<file path="config.mk">
export PLATFORM = sky130hd
export DESIGN_NAME = flipflop_i_encoder_reg
export DESIGN_NICKNAME = d
export VERILOG_FILES = /design/src/rtl/flipflop_i_encoder_reg.sv
export SDC_FILE = /design/constraint.sdc
export NUM_CORES = 1
export LEC_CHECK = 0
export ABC_AREA = 1
export CORE_ASPECT_RATIO = 0.7
export CORE_UTILIZATION = 30
export CTS_CLUSTER_DIAMETER = 100
export DETAILED_ROUTE_END_ITERATION = 10
export GPL_TIMING_DRIVEN = 0
export PLACE_DENSITY = 0.57
export SKIP_CTS_REPAIR_TIMING = 1
export SLEW_MARGIN = 40
export SYNTH_ARGS = -nofsm -noshare
export SYNTH_HDL_FRONTEND = slang
export SYNTH_SLANG_ARGS = --single-unit
</file>
<file path="constraint.sdc">
create_clock -name clk -period 7.3 [get_ports clk]
set_clock_uncertainty 0.2 [all_clocks]
set_input_delay 1.46 -clock clk [delete_from_list [all_inputs] [get_ports clk]]
set_output_delay 1.46 -clock clk [all_outputs]
set_load 0.03 [all_outputs]
</file>
<file path="src/rtl/flipflop_i_encoder_reg.sv">
// I-flipflop register: binary-encodes one-hot P2 set strobes into a registered
// instruction code, with a one-entry stall buffer and sticky error flags.
module flipflop_i_encoder_reg #(
  parameter int               N_SET      = 256,
  parameter int               CODE_W     = 8,
  parameter logic [CODE_W-1:0] RESET_CODE = '0
) (
  input  logic              clk,
  input  logic              rst_n,
  input  logic [N_SET-1:0]  set_vec,
  input  logic              stall,
  input  logic              clear,
  input  logic              err_clr,
  output logic [CODE_W-1:0] code_q,
  output logic              code_valid,
  output logic              load_pulse,
  output logic              pending,
  output logic              multi_err,
  output logic              overrun_err
);

  generate
    if ((2 ** CODE_W) < N_SET) begin : g_width_check
      $error("flipflop_i_encoder_reg: CODE_W too narrow for N_SET");
    end
  endgenerate

  logic [CODE_W-1:0] enc;
  logic              any_set;
  logic              multi_hot;
  logic [CODE_W-1:0] pend_code;
  logic              overrun_evt;

  // OR-encode rather than priority-encode so multi-hot inputs stay observable.
  always_comb begin
    enc       = '0;
    any_set   = 1'b0;
    multi_hot = 1'b0;
    for (int i = 0; i < N_SET; i++) begin
      if (set_vec[i]) begin
        if (any_set) begin
          multi_hot = 1'b1;
        end
        any_set = 1'b1;
        enc     = enc | CODE_W'(i);
      end
    end
  end

  assign overrun_evt = !clear && stall && any_set && pending;

  always_ff @(posedge clk or negedge rst_n) begin
    if (!rst_n) begin
      code_q     <= RESET_CODE;
      code_valid <= 1'b0;
      load_pulse <= 1'b0;
      pending    <= 1'b0;
      pend_code  <= '0;
    end else if (clear) begin
      code_q     <= RESET_CODE;
      code_valid <= 1'b0;
      load_pulse <= 1'b0;
      pending    <= 1'b0;
    end else if (!stall) begin
      if (pending) begin
        // Buffered code goes first; a same-cycle strobe takes its place.
        code_q     <= pend_code;
        code_valid <= 1'b1;
        load_pulse <= 1'b1;
        if (any_set) begin
          pend_code <= enc;
        end else begin
          pending <= 1'b0;
        end
      end else if (any_set) begin
        code_q     <= enc;
        code_valid <= 1'b1;
        load_pulse <= 1'b1;
      end else begin
        load_pulse <= 1'b0;
      end
    end else begin
      load_pulse <= 1'b0;
      if (any_set && !pending) begin
        pend_code <= enc;
        pending   <= 1'b1;
      end
    end
  end

  // Sticky flags: a new error in the same cycle as err_clr wins.
  always_ff @(posedge clk or negedge rst_n) begin
    if (!rst_n) begin
      multi_err   <= 1'b0;
      overrun_err <= 1'b0;
    end else begin
      multi_err   <= multi_hot   | (multi_err   & ~err_clr);
      overrun_err <= overrun_evt | (overrun_err & ~err_clr);
    end
  end

endmodule

</file>
==> results.json, run 1 <==
{
  "endpoint_kind": "register",
  "wl_per_cell_um": 19.3,
  "synth_edf_count": 0,
  "overflow": 0,
  "hp-class": "reg -> reg",
  "status": "finished with violations",
  "maxSlewHeadroom_pct": 50.1,
  "final-setup-viol-count": 21,
  "crit_slowest_cell": "a21oi_4",
  "yosys_register_bits": 21,
  "die_y_um": 128,
  "initial_core_util_pct": 31.0,
  "clockRootBuffer": "clkbuf_16",
  "fmax_ghz": 0.0968,
  "cts_tree": "yes",
  "place_congestion": 0.949,
  "syn_to_final_growth_pct": 52.7,
  "totalWireLength_mm": 35.1,
  "fin_crit_sh_pct": 142,
  "path_clk_slew_ns": 0.06,
  "period_needed_ns": 10.33,
  "cts_buffers": 3,
  "synth.top_cell.area_share_pct": 13.4,
  "antenna_found_initial": 0,
  "power_density_nw_per_um2": 64.8,
  "crit_path_start_kind": "input pin",
  "synth_cells": 1227,
  "synthArstFlopShare_pct": 100,
  "synth_top_cell_by_area": "nor2_1",
  "fin_total_pwr_uw": 671,
  "rows": 45,
  "synth_ff_type": "dfrtp_1",
  "grt_max_degree": 22,
  "hold_slack_ns": 0.298,
  "place_inst": 1782,
  "grt_pass1_wl_mm": 52.9,
  "syn_area_per_cell_um2": 5.52,
  "drive_gt1_share_pct": 9.57,
  "critPathMaxStageDelay_ns": 0.27,
  "vdd.ir_drop.worst_v": 0.0000794,
  "worst_pin_slew_ns": 0.746,
  "cts.sinks": 21,
  "nets": 1798,
  "fin_cells": 1818,
  "worst_slack_ns": -3.03,
  "yosysWarningCount": 0,
  "p_leak_uw": 0.00429,
  "worstSetupPathType": "in -> reg",
  "htree_levels": 1,
  "clkLatencyLatePin_ns": 0.25,
  "slew_viol_final": 0,
  "cts.path.max_buffers": 2,
  "final_cell_mix": "clkdlybuf4s50_1 (254), nor2_1 (238), inv_1 (218)",
  "synth_area_um2": 6780,
  "io_pins": 274,
  "rsz0062_at_grt": "true",
  "ys_seq_area_share_pct": 7.75,
  "antenna_cells": 0,
  "synthTopCellsByArea": "nor2_1 (13%), inv_1 (12%), nand2_1 (12%)",
  "drcViolationCount": 0,
  "cpMostUsedCell": "nand4_1",
  "hold_violations": 0,
  "cp_data_required_time_ns": 7.29,
  "cp_data_arrival_time_ns": 10.32,
  "die_area_um2": 23200,
  "initialDrtViolationCount": 1050,
  "fin_tns_setup_ns": -61.82,
  "fp.coreArea_um2": 21900,
  "layout_commonest_cell": "clkdlybuf4s50_1",
  "vias_per_cell": 5.41,
  "crit_path_max_fanout": 8,
  "max-cap-violations": 0,
  "gr-usage-all-layers_pct": 29.5,
  "io_buffers": 273,
  "ys_types": 45,
  "dr_total_vias": 9843,
  "synth_nets": 1488,
  "hpwl_mm": 31.2,
  "die_x_um": 182,
  "violations": "negative setup slack",
  "antenna_left": 0,
  "detail_route.first_pass.iterations": 5,
  "grt_pass1_vias": 8988
}
==> final timing paths <==
kind,startpoint,endpoint,slack [ns],depth (start not counted)
setup / recovery,set_vec[3],code_q[7]$_DFFE_PN0P_,-3.03,66
hold / removal,overrun_err$_DFF_PN0_,overrun_err$_DFF_PN0_,0.30,2
setup reg to reg,multi_err$_DFF_PN0_,multi_err$_DFF_PN0_,-0.57,62
hold reg to reg,overrun_err$_DFF_PN0_,overrun_err$_DFF_PN0_,0.30,2
max in group asynchronous,rst_n,pend_code[1]$_DFFE_PN0P_,5.60,1
min in group asynchronous,rst_n,code_q[4]$_DFFE_PN0P_,0.96,1
==> power breakdown <==
part | leakage, µW | internal, µW | total (µW) | switching [µW]
clock network | 0.0000409 | 73.6 | 116 | 42.5
logic | 0.00399 | 190 | 421 | 231
registers | 0.000253 | 128 | 133 | 5.26
total | 0.00429 | 392 | 671 | 279
==> area by class of cell <==
class	instances	area, µm²
fillers	2328	11600
multi-input cells	979	5520
repair buffers	305	3010
inverters	225	847
flip-flops and latches	21	526
well taps	282	353
clock buffers	3	75.1
plain buffers	2	11.3
clock inverters	1	5.00
==> cells in the mapped netlist, types with 5 or more instances <==
library cell	n
nor4_1	65
o31ai_1	5
nand4_4	20
a22o_1	12
inv_2	6
nand2_1	215
nor2_2	9
maj3_1	6
nand3_1	49
o21ai_1	16
nor3_1	39
nor2_1	242
dfrtp_1	21
o21a_1	8
a21oi_1	21
or2_2	5
o21ai_0	76
nor2_4	29
or4_1	7
nand4_1	113
inv_1	218
==> logic make-up after synthesis <==
logic type               synth area share (%)
buffers and inverters                    12.6
adder cells (fa/ha/maj)                 0.886
AND/OR/NAND/NOR                          65.6
AO/OA/AOI/OAI                            13.2
flip-flops                               7.75
==> critical path: cells and delay by family <==
family | cells | cell delay, ns
compound gates | 2 | 0.44
simple gates | 60 | 7.93
buf+inv | 4 | 0.46
==> state kept, by name (all words and copies together) (netlist names) <==
| register | count |
|---|---|
| code_q | 8 |
| pend_code | 8 |
| code_valid | 1 |
| load_pulse | 1 |
| multi_err | 1 |
| overrun_err | 1 |
| pending | 1 |
==> stage by stage <==
step	area, µm²	utilization, %	setup slack (ns)
2_1_floorplan	6800	-	-1.32
3_3_place_gp	9880	45.1	-3.95
3_5_place_dp	9890	45.2	-3.91
4_1_cts	9970	45.5	-3.69
5_1_grt	10300	47.2	-3.93
6_report	10300	47.2	-3.03
==> routing by layer <==
| layer | routed length [µm] | global-route usage [%] | vias to the layer above | share of wire [%] |
|---|---|---|---|---|
| li1 | - | - | 4833 | - |
| met1 | 17500 | 45.8 | 4506 | 50 |
| met2 | 13700 | 42.3 | 466 | 39 |
| met3 | 3390 | 4.74 | 38 | 9.7 |
| met4 | 516 | 4.99 | 0 | 1.5 |
| met5 | 0 | 0 | - | 0 |
No activity file was read; power rests on OpenSTA's default activity.
==> run 2: changes to the inputs <==
--- a/config.mk
+++ b/config.mk
@@ -13,7 +13,6 @@
 export GPL_TIMING_DRIVEN = 0
 export PLACE_DENSITY = 0.57
 export SKIP_CTS_REPAIR_TIMING = 1
-export SLEW_MARGIN = 40
 export SYNTH_ARGS = -nofsm -noshare
 export SYNTH_HDL_FRONTEND = slang
 export SYNTH_SLANG_ARGS = --single-unit
==> results.json, run 2 (same netlist as run 1, synthesis figures left out) <==
{
  "drcViolationCount": 0,
  "die_x_um": 182,
  "die_area_um2": 23200,
  "vdd.ir_drop.worst_v": 0.0000716,
  "layout_commonest_cell": "clkdlybuf4s50_1",
  "hold_slack_ns": 0.299,
  "fillers": 2297,
  "dr_total_vias": 9797,
  "hold_violations": 0,
  "detail_route.first_pass.iterations": 5,
  "overflow": 0,
  "fin_crit_sh_pct": 143,
  "cp-startpoint": "set_vec[15]",
  "fmax_ghz": 0.0956,
  "rows": 45,
  "worstSetupPathType": "in -> reg",
  "path_clk_slew_ns": 0.05,
  "cpMostUsedCell": "nand4_1",
  "max-cap-violations": 0,
  "place_inst": 1782,
  "grt_pass1_vias": 9021,
  "place_congestion": 0.949,
  "clockRootBuffer": "clkbuf_16",
  "cts.sinks": 21,
  "cts_buffers": 3,
  "grt_max_degree": 22,
  "maxSlewHeadroom_pct": 30.3,
  "violations": "negative setup slack",
  "crit_path_start_kind": "input pin",
  "clkLatencyLatePin_ns": 0.26,
  "wl_met2_mm": 14.1,
  "reg2reg_to": "multi_err$_DFF_PN0_",
  "worst_slack_ns": -3.16,
  "syn_to_final_growth_pct": 52.7,
  "rrSetupSlack_ns": -0.64,
  "final-setup-viol-count": 21,
  "p_leak_uw": 0.00429,
  "endpoint_kind": "register",
  "stdcell_area_um2": 10300,
  "wl_met1_mm": 17.4,
  "antenna_left": 0,
  "cp_data_required_time_ns": 7.29,
  "period_needed_ns": 10.46,
  "worst_pin_slew_ns": 1.04,
  "die_y_um": 128,
  "endpoint": "code_q[2]$_DFFE_PN0P_",
  "grt_pass1_wl_mm": 52.9,
  "nets": 1801,
  "cts_tree": "yes",
  "io_pins": 274,
  "fin_cells": 1822,
  "antenna_found_initial": 2,
  "drive_gt1_share_pct": 9.42,
  "final_cell_mix": "clkdlybuf4s50_1 (256), nor2_1 (237), inv_1 (218)",
  "power_density_nw_per_um2": 64.7,
  "hp-class": "reg -> reg",
  "gr-usage-all-layers_pct": 29.5,
  "wl_met3_mm": 3.37,
  "r2r_cells": 62,
  "initialDrtViolationCount": 963,
  "slew_viol_final": 0,
  "fp.coreArea_um2": 21900,
  "crit_path_max_fanout": 8,
  "routed.top_layer": "met5",
  "totalWireLength_mm": 35.3,
  "cp_data_arrival_time_ns": 10.45,
  "critPathMaxStageDelay_ns": 0.54,
  "reg.largest.list": "code_q (8), pend_code (8)",
  "status": "finished with violations",
  "wl_per_cell_um": 19.4,
  "rsz0062_at_grt": "true",
  "place_area_um2": 9880,
  "io_buffers": 273,
  "hpwl_mm": 31.2,
  "vias_per_cell": 5.38,
  "cts.path.max_buffers": 2,
  "crit_slowest_cell": "clkdlybuf4s50_1",
  "initial_core_util_pct": 31.0,
  "r2r_start": "multi_err$_DFF_PN0_",
  "htree_levels": 1,
  "worstHoldStart": "code_q[1]$_DFFE_PN0P_"
}
-- run 2: layout make-up --
class                           instances  area [µm²]  share of cell area [%]
Sequential cell                        21         526                    5.08
Multi-Input combinational cell        979        5490                    53.1
Clock inverter                          1        5.00                  0.0484
Buffer                                  2        11.3                   0.109
Inverter                              225         850                    8.21
Timing Repair Buffer                  308        3030                    29.3
Tap cell                              282         353                    3.41
Clock buffer                            3        75.1                   0.725
Antenna cell                            1        2.50                  0.0242
-- run 2: layer usage --
layer | global-route usage, % | vias up
met3 | 4.97 | 28
met2 | 42.7 | 420
met1 | 45.6 | 4496
li1 | - | 4851
met4 | 3.89 | 2
met5 | 0 | -
-- run 2: critical path: cells and delay by family --
kind            cells  cell delay, ns
simple gates       56            7.64
buf+inv             4            0.89
compound gates      2            0.45
-- run 2: worst min path at each step --
stage | cells past startpoint | end
floorplan | 2 | pend_code[1]$_DFFE_PN0P_
global placement | 1 | code_q[6]$_DFFE_PN0P_
detailed placement | 1 | code_q[6]$_DFFE_PN0P_
CTS | 1 | code_q[7]$_DFFE_PN0P_
global route | 1 | code_q[1]$_DFFE_PN0P_
finish | 1 | code_q[1]$_DFFE_PN0P_
-- run 2: stage by stage --
step	setup TNS, ns	utilization (%)	power, µW	setup slack [ns]
3_3_place_gp	-80.52	45.1	542	-3.95
4_1_cts	-75.33	45.5	660	-3.71
3_5_place_dp	-79.93	45.1	541	-3.92
5_1_grt	-81.27	47.2	709	-3.95
6_report	-64.70	47.2	670	-3.16
2_1_floorplan	-22.44	-	280	-1.32
-- run 2: where the power goes --
| group | internal (µW) | total [µW] | leakage, µW | switching, µW |
|---|---|---|---|---|
| Clock | 73.6 | 116 | 0.0000409 | 42.0 |
| Sequential | 128 | 133 | 0.000253 | 5.16 |
| Combinational | 190 | 421 | 0.00400 | 231 |
| Total | 392 | 670 | 0.00429 | 278 |
